**config.mk**
```make
export PLATFORM = sky130hd
export DESIGN_NAME = hazard_unit_sb
export DESIGN_NICKNAME = d
export VERILOG_FILES = /design/src/rtl/rv_pipe_pkg.sv /design/src/rtl/hazard_scoreboard.sv /design/src/rtl/hazard_unit_sb.sv
export SDC_FILE = /design/constraint.sdc
export NUM_CORES = 1
export LEC_CHECK = 0
export ABC_AREA = 1
export BUFFER_PORTS_ARGS = -buffer_cell sky130_fd_sc_hd__clkbuf_2
export CAP_MARGIN = 0
export CORE_MARGIN = 2
export CORE_UTILIZATION = 55
export CTS_CLUSTER_SIZE = 25
export DETAILED_ROUTE_END_ITERATION = 8
export MAX_ROUTING_LAYER = met4
export PLACE_DENSITY_LB_ADDON = 0.3
export SETUP_SLACK_MARGIN = 0.05
export SLEW_MARGIN = 15
export SYNTH_ARGS = -nofsm -noshare
export SYNTH_HDL_FRONTEND = slang
export SYNTH_SLANG_ARGS = --single-unit
```
**constraint.sdc**
```tcl
create_clock -name clk -period 2.4 [get_ports clk]
set_clock_uncertainty 0.1 [all_clocks]
set_input_delay 0.48 -clock clk [delete_from_list [all_inputs] [get_ports clk]]
set_output_delay 0.48 -clock clk [all_outputs]
set_load 0.05 [all_outputs]
```
**src/rtl/rv_pipe_pkg.sv**
```systemverilog
// Shared definitions for the 5-stage RISC-V pipeline control blocks.
//   - ResultSrc encodings used by the E-stage result mux
//   - forwarding mux select encodings for ForwardAE/ForwardBE
//   - state encoding of the multi-cycle MDU tracking FSM
package rv_pipe_pkg;

    // E-stage result select encodings
    localparam logic [1:0] RES_ALU  = 2'b00;
    localparam logic [1:0] RES_LOAD = 2'b01;
    localparam logic [1:0] RES_PC4  = 2'b10;

    // Operand forwarding mux selects
    localparam logic [1:0] FWD_RF = 2'b00;
    localparam logic [1:0] FWD_W  = 2'b01;
    localparam logic [1:0] FWD_M  = 2'b10;

    // MDU tracking FSM: a single MDU can hold at most one op
    typedef enum logic [0:0] {
        MDU_IDLE = 1'b0,
        MDU_BUSY = 1'b1
    } mdu_state_e;

endpackage

```
**src/rtl/hazard_scoreboard.sv**
```systemverilog
// Register scoreboard: one pending bit per architectural register, marking a
// destination whose value is still being produced by the out-of-order MDU.
// Ports:
//   clk, rst            clock, synchronous active-high reset
//   set_en, set_idx     mark set_idx pending (MDU op handed over this cycle)
//   clr_en, clr_idx     clear clr_idx (MDU result written this cycle)
//   clr_all             clear every bit (watchdog recovery)
//   rd_a/b/c_idx        three read addresses (D-stage RS1, RS2, RD)
//   hit_a/b/c           registered pending bit for each read address
// x0 is never tracked: its bit is forced low and reads of index 0 return 0.
// Reads return the registered state only, so a register is released the
// cycle after its clear, when the regfile already holds the result.
module hazard_scoreboard
    import rv_pipe_pkg::*;
#(
    parameter int REG_AW = 5
) (
    input  logic              clk,
    input  logic              rst,
    input  logic              set_en,
    input  logic [REG_AW-1:0] set_idx,
    input  logic              clr_en,
    input  logic [REG_AW-1:0] clr_idx,
    input  logic              clr_all,
    input  logic [REG_AW-1:0] rd_a_idx,
    input  logic [REG_AW-1:0] rd_b_idx,
    input  logic [REG_AW-1:0] rd_c_idx,
    output logic              hit_a,
    output logic              hit_b,
    output logic              hit_c
);

    localparam int NUM_REGS = 2 ** REG_AW;

    logic [NUM_REGS-1:0] sb_q;
    logic [NUM_REGS-1:0] sb_d;

    // Next-state of the pending bits: clear-all dominates, then set beats clear
    always_comb begin
        sb_d = sb_q;
        if (clr_all) begin
            sb_d = {NUM_REGS{1'b0}};
        end else begin
            if (clr_en) begin
                sb_d[clr_idx] = 1'b0;
            end else begin
                sb_d = sb_d;
            end
            // Applied after the clear so a same-index set/clear leaves the bit set
            if (set_en && (set_idx != {REG_AW{1'b0}})) begin
                sb_d[set_idx] = 1'b1;
            end else begin
                sb_d = sb_d;
            end
        end
        sb_d[0] = 1'b0;
    end

    // Pending-bit storage
    always_ff @(posedge clk) begin
        if (rst) begin
            sb_q <= {NUM_REGS{1'b0}};
        end else begin
            sb_q <= sb_d;
        end
    end

    // Read ports; bit 0 is held low so index 0 never reports a hit
    always_comb begin
        hit_a = sb_q[rd_a_idx];
        hit_b = sb_q[rd_b_idx];
        hit_c = sb_q[rd_c_idx];
    end

endmodule

```
**src/rtl/hazard_unit_sb.sv**
```systemverilog
// Hazard unit for the 5-stage RISC-V pipeline with an out-of-order MDU.
// Provides M/W operand forwarding, load-use stall, branch/jump flush, a
// register scoreboard for MDU destinations (RAW and WAW) and a tracking FSM
// with watchdog for the single multi-cycle MDU.
// Ports:
//   clk, rst                       clock, synchronous active-high reset
//   RegWriteM/W, RD_M, RD_W        M/W writeback info for forwarding
//   RD_E, Rs1_E, Rs2_E, ResultSrcE E-stage registers and result select
//   RS1_D, RS2_D, RD_D, RegWriteD  D-stage registers and write enable
//   MduD                           D-stage instruction is an MDU op
//   BranchE, ZeroE, JumpE          control-flow resolution in E
//   MduIssueE                      MDU op in E handed to the MDU this cycle
//   mdu_done, mdu_rd               MDU writeback pulse and its destination
//   ForwardAE/BE                   E-stage operand mux selects
//   StallF, StallD, FlushD, FlushE pipeline controls
//   mdu_busy                       an MDU op is outstanding (registered)
//   mdu_timeout                    one-cycle watchdog expiry pulse (registered)
module hazard_unit_sb
    import rv_pipe_pkg::*;
#(
    parameter int         REG_AW   = 5,
    parameter logic [1:0] LOAD_SRC = RES_LOAD,
    parameter int         MDU_TMO  = 40
) (
    input  logic              clk,
    input  logic              rst,
    input  logic              RegWriteM,
    input  logic              RegWriteW,
    input  logic [REG_AW-1:0] RD_M,
    input  logic [REG_AW-1:0] RD_W,
    input  logic [REG_AW-1:0] RD_E,
    input  logic [REG_AW-1:0] Rs1_E,
    input  logic [REG_AW-1:0] Rs2_E,
    input  logic [REG_AW-1:0] RS1_D,
    input  logic [REG_AW-1:0] RS2_D,
    input  logic [REG_AW-1:0] RD_D,
    input  logic              RegWriteD,
    input  logic              MduD,
    input  logic [1:0]        ResultSrcE,
    input  logic              BranchE,
    input  logic              ZeroE,
    input  logic              JumpE,
    input  logic              MduIssueE,
    input  logic              mdu_done,
    input  logic [REG_AW-1:0] mdu_rd,
    output logic [1:0]        ForwardAE,
    output logic [1:0]        ForwardBE,
    output logic              StallF,
    output logic              StallD,
    output logic              FlushD,
    output logic              FlushE,
    output logic              mdu_busy,
    output logic              mdu_timeout
);

    localparam int                WD_W      = $clog2(MDU_TMO + 1);
    localparam logic [WD_W-1:0]   WDOG_LAST = WD_W'(MDU_TMO - 1);
    localparam logic [REG_AW-1:0] X0        = {REG_AW{1'b0}};

    mdu_state_e      state_q, state_d;
    logic [WD_W-1:0] wdog_q, wdog_d;
    logic            timeout_q, timeout_d;
    logic            clr_all_s;

    logic hit_rs1_s, hit_rs2_s, hit_rd_s;
    logic lw_stall_s, sb_stall_s, st_stall_s, taken_s, stall_any_s;

    // M stage is younger than W, so its result wins when both match
    function automatic logic [1:0] fwd_sel(
        input logic [REG_AW-1:0] rs,
        input logic              wr_m,
        input logic [REG_AW-1:0] rd_m,
        input logic              wr_w,
        input logic [REG_AW-1:0] rd_w
    );
        logic [1:0] sel;
        if (wr_m && (rd_m != X0) && (rd_m == rs)) begin
            sel = FWD_M;
        end else if (wr_w && (rd_w != X0) && (rd_w == rs)) begin
            sel = FWD_W;
        end else begin
            sel = FWD_RF;
        end
        return sel;
    endfunction

    hazard_scoreboard #(
        .REG_AW (REG_AW)
    ) u_sb (
        .clk      (clk),
        .rst      (rst),
        .set_en   (MduIssueE),
        .set_idx  (RD_E),
        .clr_en   (mdu_done),
        .clr_idx  (mdu_rd),
        .clr_all  (clr_all_s),
        .rd_a_idx (RS1_D),
        .rd_b_idx (RS2_D),
        .rd_c_idx (RD_D),
        .hit_a    (hit_rs1_s),
        .hit_b    (hit_rs2_s),
        .hit_c    (hit_rd_s)
    );

    // MDU FSM and watchdog next-state; a completion in the final watchdog
    // cycle counts as normal completion rather than a timeout
    always_comb begin
        state_d   = state_q;
        wdog_d    = wdog_q;
        timeout_d = 1'b0;
        clr_all_s = 1'b0;
        case (state_q)
            MDU_IDLE: begin
                if (MduIssueE) begin
                    state_d = MDU_BUSY;
                    wdog_d  = {WD_W{1'b0}};
                end else begin
                    wdog_d  = {WD_W{1'b0}};
                end
            end
            MDU_BUSY: begin
                if (mdu_done) begin
                    // Back-to-back issue re-enters BUSY with a fresh watchdog
                    state_d = MduIssueE ? MDU_BUSY : MDU_IDLE;
                    wdog_d  = {WD_W{1'b0}};
                end else if (wdog_q == WDOG_LAST) begin
                    state_d   = MDU_IDLE;
                    wdog_d    = {WD_W{1'b0}};
                    timeout_d = 1'b1;
                    clr_all_s = 1'b1;
                end else begin
                    // An issue without a completion here is a protocol error and is ignored
                    wdog_d = wdog_q + WD_W'(1);
                end
            end
            default: begin
                state_d = MDU_IDLE;
                wdog_d  = {WD_W{1'b0}};
            end
        endcase
    end

    // MDU FSM state, watchdog counter and timeout pulse registers
    always_ff @(posedge clk) begin
        if (rst) begin
            state_q   <= MDU_IDLE;
            wdog_q    <= {WD_W{1'b0}};
            timeout_q <= 1'b0;
        end else begin
            state_q   <= state_d;
            wdog_q    <= wdog_d;
            timeout_q <= timeout_d;
        end
    end

    // Forwarding selects and stall/flush generation
    always_comb begin
        ForwardAE = fwd_sel(Rs1_E, RegWriteM, RD_M, RegWriteW, RD_W);
        ForwardBE = fwd_sel(Rs2_E, RegWriteM, RD_M, RegWriteW, RD_W);

        lw_stall_s = (ResultSrcE == LOAD_SRC) && (RD_E != X0) &&
                     ((RD_E == RS1_D) || (RD_E == RS2_D));
        sb_stall_s = hit_rs1_s | hit_rs2_s | (RegWriteD & hit_rd_s);
        // The MDU accepts a new op in the same cycle the old one retires
        st_stall_s = MduD && (state_q == MDU_BUSY) && !mdu_done;
        taken_s    = (BranchE && ZeroE) || JumpE;

        stall_any_s = lw_stall_s | sb_stall_s | st_stall_s;
        // A taken branch discards the D instruction anyway, so stalling it is pointless
        StallF = stall_any_s & !taken_s;
        StallD = stall_any_s & !taken_s;
        FlushD = taken_s;
        FlushE = taken_s | stall_any_s;

        mdu_busy    = (state_q == MDU_BUSY);
        mdu_timeout = timeout_q;
    end

endmodule

```
==> flow_summary.yaml <==
timing:
  slew_headroom_pct: 52.7
  finalSetupViolCount: 0
  layout_min_cycle_time_ns: 2.31
  post-route-period-util_pct: 96.4
  timing.fmax_mhz: 432
  finalHoldViolations: 0
  tightest_slew_ns: 0.704
  rsz0062_at_grt: "true"
  maxSlewViolCount: 0
synthesis:
  synth_area_leaders: "dfxtp_1, nand2_1, nand3_1, a21oi_1, inv_1"
  yosysSeqAreaShare_pct: 24.8
  netlist.area_leader.share_pct: 24.8
  yosysWarnings: 0
  synth.distinct_cells: 28
  yosys.area.top_type: "dfxtp_1"
  synth-async-reset-ratio_pct: 0
  synth_mux_area_share_pct: 0
  synthAdderAreaFrac_pct: 0.397
  synth_edf_count: 0
  synthXorXnorAreaFrac_pct: 7.51
  synth_ff_type: "dfxtp_1"
  synthCells: 516
  synth_top_family_by_area: "simple AND/OR/NAND/NOR gates"
  synth-simple-area-share_pct: 40.2
  syn-mean-instance-area_um2: 6.10
  synth-compound-area-share_pct: 14.3
  syn-cell-area_mm2: 0.00315
  ys_ff_latch: 39
  syn-num-nets: 575
detailed_routing:
  wire_per_inst_um: 16.0
  post-route-drc-count: 0
  vias_per_cell: 5.82
  vias: 3900
  firstDrtPassIters: 6
  ant_nets: 0
  routed_wl_um: 10800
  initialDrtViolationCount: 360
critical_path:
  rr_endpoint: "u_sb.sb_q[4]$_SDFF_PP0_"
  required_ns: 1.82
  crit_fanout: 6
  critPathKind: "in2out"
  rr_worst_depth: 7
  start_kind: "input port"
  rrSetupSlack_ns: 0.60
  r2r_start: "wdog_q[0]$_SDFF_PP0_"
  cp-end-kind: "output pin"
  arrival_ns: 1.73
clocking:
  hold_buffers: 0
  path_clk_slew_ns: 0.07
  cts.sinks: 39
  cts_buffer_depth: 2
  clk_latency_ns: 0.29
  cts-root-buf: "clkbuf_8"
  tritoncts: "built"
  numCtsBuffers: 5
  h-tree-depth: 2
power:
  leakage_uw: 0.00187
  peakVddDrop_mv: 0.463
  power_density_mw_per_mm2: 397
  fin_total_pwr_uw: 1600
cells_and_area:
  nNetsFinal: 658
  nFillCells: 477
  multi_input_area_mm2: 0.00209
  final_common_cell: "nand2_1"
  drive_above_1_share_pct: 25.6
  fin_area_mm2: 0.00402
  regArea_um2: 783
  diodes: 0
  area_growth_pct: 27.6
  final_cell_mix: "nand2_1, nand3_1, clkbuf_2"
global_route:
  grt_max_degree: 33
  grt_pass1_wl_um: 16700
  gr-usage-all-layers_pct: 34.6
  grt_pass1_vias: 3526
  grt-ovfl-total: 0
  antenna_found_initial: 0
die:
  die_w_um: 79.7
  die_h_um: 79.7
  ioPinCount: 68
  core-area_mm2: 0.00551
  dieArea_mm2: 0.00635
  start_util_pct: 57.2
  num_rows: 27
worst_hold_path:
  min_path_type: "in2reg"
  whs_endpoint: "mdu_timeout$_SDFF_PP0_"
  min_from: "rst"
  hold_depth: 2
status:
  status: "complete, no violations"
placed_design:
  portBuffers: 67
  gp_congestion: 0.966
  placed_cell_area_mm2: 0.00368
  dpl.hpwl_um: 7810
run:
  drv_cap: 0
[sequential cells by signal, summed over array words and instances, names as in the netlist]
register	flops
u_sb.sb_q	31
wdog_q	6
mdu_busy	1
mdu_timeout	1
[cells in the mapped netlist (4+ instances only)]
cell and instances:
a21oi_1 59, buf_2 5, buf_4 10, buf_6 4, dfxtp_1 39, inv_1 66
nand2_1 120, nand3_1 78, nor2_1 39, nor3_1 20, o211ai_1 10, o21ai_0 11
xnor2_1 12, xor2_1 15
[where the power goes]
part | switching, µW | total, µW | internal (µW)
Sequential | 5.98 | 661 | 655
Clock | 228 | 421 | 193
Combinational | 307 | 513 | 206
[cells by family after synthesis]
| kind of cell | after synthesis |
|---|---|
| buffers and inverters | 88 |
| AO/OA/AOI/OAI | 83 |
| adder cells (fa/ha/maj) | 1 |
| AND/OR/NAND/NOR | 278 |
| flip-flops | 39 |
| XOR/XNOR | 27 |
[layout make-up]
type | count | share of cell area [%]
sequential | 39 | 19.5
tap | 72 | 2.24
multi-input combinational | 389 | 52.0
clock inverter | 1 | 0.187
inverter | 69 | 6.91
clock buffer | 5 | 1.71
timing repair buffer | 95 | 17.4
[repair_timing]
| action | CTS | global route |
|---|---|---|
| cloned | 2 | 2 |
| setup buffers | 0 | 2 |
| pin swaps | 6 | 18 |
| setup endpoints to repair | 3 | 3 |
| resized for setup | 19 | 55 |
[critical path, stage by stage]
cell     delay, ns
buf_6         0.12
inv_4         0.08
buf_12        0.12
nand2_2       0.05
nand3_2       0.06
nand2_2       0.06
a21oi_2       0.12
nand2_1       0.07
nand3_2       0.09
nand3_2       0.10
nor2_4        0.16
nand2_2       0.07
buf_8         0.15
[metal layers]
metal  vias up  GRT usage, %  wire length (µm)
met5         -             -                 0
met4         0          13.3               325
li1       1861             -                 -
met2       276          54.8              4940
met3        29          5.43              1300
met1      1734          44.6              4190
[how the worst max path moves through the flow]
stage,depth (start not counted),from,slack [ns],end
floorplan,12,RS1_D[0],0.05,StallF
global placement,13,RS2_D[0],-0.04,FlushE
detailed placement,13,RS2_D[0],-0.02,FlushE
CTS,10,RD_E[2],0.05,FlushE
global route,11,RS1_D[0],0.01,FlushE
finish,13,RS2_D[0],0.09,FlushE
[through the flow]
step | utilization [%] | setup WS, ns | hold WS, ns | std cells | TNS [ns]
5_1_grt | 73.0 | 0.0104 | 0.250 | 670 | 0
2_1_floorplan | - | 0.0515 | 0.318 | 516 | 0
6_report | 73.0 | 0.0865 | 0.250 | 670 | 0
4_1_cts | 69.5 | 0.0550 | 0.254 | 666 | 0
3_3_place_gp | 66.8 | -0.0357 | 0.332 | 658 | -0.0653
3_5_place_dp | 66.8 | -0.0247 | 0.342 | 658 | -0.0417
Power figures use the tool's default switching activity.
